**src/rtl/idex_pkg.sv**
```systemverilog
// Shared types and default widths for the ID/EX pipeline register.
package idex_pkg;

  localparam int DATA_W = 16;
  localparam int REG_W  = 4;
  localparam int CTRL_W = 16;

  typedef struct packed {
    logic [DATA_W-1:0] d1;
    logic [DATA_W-1:0] d2;
    logic [DATA_W-1:0] d15;
    logic [REG_W-1:0]  rs;
    logic [REG_W-1:0]  rt1;
    logic [REG_W-1:0]  rt2;
    logic [REG_W-1:0]  rd;
    logic [CTRL_W-1:0] ctrl;
  } idex_t;

  localparam idex_t IDEX_RESET = '0;

endpackage

```
**src/rtl/buffer_idex_pipe_reg.sv**
```systemverilog
// Width-parameterised pipeline register: sync reset, then clear, then hold, else load.
module pipe_reg #(
  parameter int W = 16
) (
  input  logic         clk,
  input  logic         rst,
  input  logic         hold,
  input  logic         clr,
  input  logic [W-1:0] d,
  output logic [W-1:0] q
);

  logic [W-1:0] q_p1;

  // stage boundary: decode -> execute
  always_ff @(posedge clk) begin
    if (rst) begin
      q_p1 <= '0;
    end else if (clr) begin
      q_p1 <= '0;
    end else if (!hold) begin
      q_p1 <= d;
    end
  end

  assign q = q_p1;

endmodule

```
**src/rtl/buffer_idex.sv**
```systemverilog
// ID/EX pipeline register of the 16-bit datapath, one pipe_reg per field.
// Optional Stall/Flush ports are enabled by defining BUFFER_IDEX_HAZARD_EN.
module buffer_idex #(
  parameter int DATA_W = idex_pkg::DATA_W,
  parameter int REG_W  = idex_pkg::REG_W,
  parameter int CTRL_W = idex_pkg::CTRL_W
) (
  output logic [DATA_W-1:0] OD1,
  output logic [DATA_W-1:0] OD2,
  output logic [DATA_W-1:0] OD15,
  output logic [REG_W-1:0]  ORS,
  output logic [REG_W-1:0]  ORT1,
  output logic [REG_W-1:0]  ORT2,
  output logic [REG_W-1:0]  ORD,
  output logic [CTRL_W-1:0] OC,
  input  logic [DATA_W-1:0] ID1,
  input  logic [DATA_W-1:0] ID2,
  input  logic [DATA_W-1:0] ID15,
  input  logic [REG_W-1:0]  IRS,
  input  logic [REG_W-1:0]  IRT1,
  input  logic [REG_W-1:0]  IRT2,
  input  logic [REG_W-1:0]  IRD,
  input  logic [CTRL_W-1:0] IC,
  input  logic              C,
  input  logic              R
`ifdef BUFFER_IDEX_HAZARD_EN
  ,
  input  logic              Stall,
  input  logic              Flush
`endif
);

  logic hold;
  logic clr;

`ifdef BUFFER_IDEX_HAZARD_EN
  assign hold = Stall;
  assign clr  = Flush;
`else
  assign hold = 1'b0;
  assign clr  = 1'b0;
`endif

  // Flush beats Stall because pipe_reg tests clear before hold.
  pipe_reg #(.W(DATA_W)) u_d1   (.clk(C), .rst(R), .hold(hold), .clr(clr), .d(ID1),  .q(OD1));
  pipe_reg #(.W(DATA_W)) u_d2   (.clk(C), .rst(R), .hold(hold), .clr(clr), .d(ID2),  .q(OD2));
  pipe_reg #(.W(DATA_W)) u_d15  (.clk(C), .rst(R), .hold(hold), .clr(clr), .d(ID15), .q(OD15));
  pipe_reg #(.W(REG_W))  u_rs   (.clk(C), .rst(R), .hold(hold), .clr(clr), .d(IRS),  .q(ORS));
  pipe_reg #(.W(REG_W))  u_rt1  (.clk(C), .rst(R), .hold(hold), .clr(clr), .d(IRT1), .q(ORT1));
  pipe_reg #(.W(REG_W))  u_rt2  (.clk(C), .rst(R), .hold(hold), .clr(clr), .d(IRT2), .q(ORT2));
  pipe_reg #(.W(REG_W))  u_rd   (.clk(C), .rst(R), .hold(hold), .clr(clr), .d(IRD),  .q(ORD));
  pipe_reg #(.W(CTRL_W)) u_ctrl (.clk(C), .rst(R), .hold(hold), .clr(clr), .d(IC),   .q(OC));

endmodule

```
**config.mk**
```make
export PLATFORM = sky130hd
export DESIGN_NAME = buffer_idex
export DESIGN_NICKNAME = d
export VERILOG_FILES = /design/src/rtl/idex_pkg.sv /design/src/rtl/buffer_idex_pipe_reg.sv /design/src/rtl/buffer_idex.sv
export SDC_FILE = /design/constraint.sdc
export NUM_CORES = 1
export LEC_CHECK = 0
export CORE_ASPECT_RATIO = 2
export CORE_MARGIN = 2
export CORE_UTILIZATION = 33
export CTS_CLUSTER_SIZE = 16
export DETAILED_ROUTE_END_ITERATION = 12
export PLACE_DENSITY = 0.78
export SYNTH_ARGS = -nofsm -noshare
export SYNTH_HDL_FRONTEND = slang
export SYNTH_SLANG_ARGS = --single-unit
```
**constraint.sdc**
```tcl
create_clock -name C -period 0.9 [get_ports C]
set_clock_uncertainty 0.2 [all_clocks]
set_input_delay 0.27 -clock C [delete_from_list [all_inputs] [get_ports C]]
set_output_delay 0.27 -clock C [all_outputs]
set_load 0.02 [all_outputs]
```
==> run_results.csv <==
group,metric,value,unit
synthesis,ys.flop_type,"dfxtp_1",
synthesis,yosysWarnings,0,
critical_path,start_kind,"register",
global_routing,grt_pass1_vias,1779,
cells_and_area,fillCellCount,465,
drt,route.final.wire_length,5730,µm
synthesis,yosysUniqueCellTypes,3,
cells_and_area,fin_nets,417,
global_routing,grt_antenna_before_repair,0,
clock_network,cts_hold_buf,0,
power,combPwrFrac,14.0,%
run_status,violations,"negative setup slack",
cells_and_area,insertedDiodeCount,0,
critical_path,crit_required,0.43,ns
synthesis,ys_ff_latch,80,
clock_network,clk_pin_slew,0.06,ns
synthesis,synth_area,2140,µm²
global_routing,grt-ovfl-total,0,
sta,setup_viol,80,
cells_and_area,final_util,69.2,%
critical_path,critical_path_class,"register to output pin",
clock_network,cts_tree,"built",
cells_and_area,fin_area,4360,µm²
sta,rsz0062_at_grt,"yes",
drt,routed_via_density,3.97,
critical_path,critPathMaxStageDelay,0.32,ns
power,pwr-share-seq,44.8,%
critical_path,cp_top_family,"flip-flops",
drt,firstDrtPassIters,2,
sta,min_period,1.24,ns
synthesis,synth_top_cell_by_area,"dfxtp_1",
synthesis,synth_edf_count,0,
global_routing,grt_max_degree,40,
sta,report.final.slew_viol_count,0,
cells_and_area,area_delta_synth_final,104,%
floorplan,start_util,33.9,%
cells_and_area,drive_above_1_share,52.4,%
clock_network,cts_made_buffers,9,
critical_path,critPathBufInv,1,
power,clockPowerShare,41.3,%
sta,period_share,137,%
critical_path,cp-end-kind,"output pin",
drt,avgRoutedWirePerCell,13.5,µm
floorplan,num_rows,41,
floorplan,core_area,6310,µm²
clock_network,clock_path_buffers,2,
synthesis,synth.avg_cell_area,12.8,µm²
critical_path,path_max_fanout,1,
drt,drtIter0Drc,22,
synthesis,ys_async_sr_fraction,0,%
synthesis,synthCells,168,
clock_network,htree_levels,3,
power,leakagePower,1.84,nW
floorplan,ios,162,
power,vdd_drop_max,1.49,mV
critical_path,worstPathCellList,"buf_6",
floorplan,die_y,118,µm
floorplan,die_w,61.0,µm
hold_path,hold_class,"primary input to register",
critical_path,worstPathArrival,0.77,ns
sta,post-route-worst-setup-slack,-0.336,ns
power,intPower,6.81,mW
run_status,status,"finished with violations",
drt,antenna_left,0,
job,maxCapViolCount,0,
global_routing,grt_usage,17.6,%
global_routing,grt_pass1_wl,8740,µm
drt,drcViolationCount,0,
sta,tightestPinTransition,0.163,ns
floorplan,floorplan.die_area,7190,µm²
clock_network,cts_setup_buffers,0,
synthesis,synth_nets,250,
cells_and_area,stdcell_count,426,
sta,relSlewSlack,89.1,%
place,place_area,3860,µm²
clock_network,root_buffer,"clkbuf_16",
power,power,8.62,mW
synthesis,ys_top_cells_by_area,"dfxtp_1 75%, nor2b_1 23%, buf_2 1.9%",
power,p_switching,1.81,mW
power,switching_share,21.0,%
place,port_buffers,161,
synthesis,synth_top_area_share,74.8,%
power,cellPowerDensity,1980,nW/µm²
sta,fmax,809,MHz
synthesis,yosysSeqAreaShare,74.8,%
drt,via_count,1690,
place,hpwl,4310,µm
place,gp_congestion,0.736,
clock_network,cts_sinks,80,
critical_path,cp_slowest_cell,"dfxtp_2",
synthesis,synthTopCellsByCount,"80 x dfxtp_1, 80 x nor2b_1, 8 x buf_2",
place,dp.cells,410,
sta,finalHoldViolCount,0,
-- cell usage in the layout, fill, tap and decap left out, drive strengths merged --
master         instances
nor2b                 80
bufinv                 1
dfxtp                 80
clkbuf                13
clkinv                 2
buf                   84
clkdlybuf4s50         80
-- registers in the layout, indices dropped and copies added, names as in the netlist --
register	flops
u_d15.q	16
u_rs.q	4
u_ctrl.q	16
u_d2.q	16
u_rt2.q	4
u_rd.q	4
u_rt1.q	4
u_d1.q	16
-- what timing repair did --
| item | CTS | global route |
|---|---|---|
| resized for setup | 560 | 0 |
| pin swaps | 0 | 0 |
| setup endpoints to repair | 80 | 80 |
| gates cloned | 0 | 0 |
-- final timing paths --
path                                  from                endpoint  slack [ns]  cells past startpoint
worst min-delay path                     R  u_ctrl.q[7]$_SDFF_PP0_        0.17                      3
worst max-delay path  u_d1.q[1]$_SDFF_PP0_                  OD1[1]       -0.34                      1
-- layout make-up --
| cell class | instances | area, µm² | share of cell area, % |
|---|---|---|---|
| clock inverter | 3 | 40.0 | 0.917 |
| multi-input combinational | 80 | 500 | 11.5 |
| sequential | 80 | 1700 | 39.0 |
| tap | 86 | 108 | 2.47 |
| timing repair buffer | 164 | 1750 | 40.2 |
| clock buffer | 13 | 260 | 5.96 |
-- per-stage QoR --
stage,setup slack [ns],TNS (ns),hold slack (ns)
after detailed placement,-0.498,-53.79,0.520
after global routing,-0.365,-28.05,0.188
after CTS,-0.361,-27.92,0.158
after global placement,-0.492,-52.48,0.517
final,-0.336,-25.94,0.173
after floorplan,0.0349,0,0.198
-- kinds of logic (layout without fill, tap and decap cells) --
family	after synthesis	in the layout	synth area share, %
DFF	80	80	74.8
buffers and inverters	8	180	1.87
and+or+nand+nor	80	80	23.4
-- metal layers --
metal  GRT usage, %  up-vias  wire length, µm
met3           9.12       21              504
met4           11.0        0              271
met5              0        -                0
li1               -      834                -
met1           14.1      744             1590
met2           30.6       91             3370
-- power by group through the flow --
stage,Combinational (mW),Clock [mW],Sequential [mW]
floorplan,0.163,0,4.10
global placement,1.16,0,3.85
detailed placement,1.17,0,3.86
CTS,1.22,3.69,3.86
global route,1.27,3.82,3.87
finish,1.20,3.56,3.86
(Power assumes the default switching activity.)
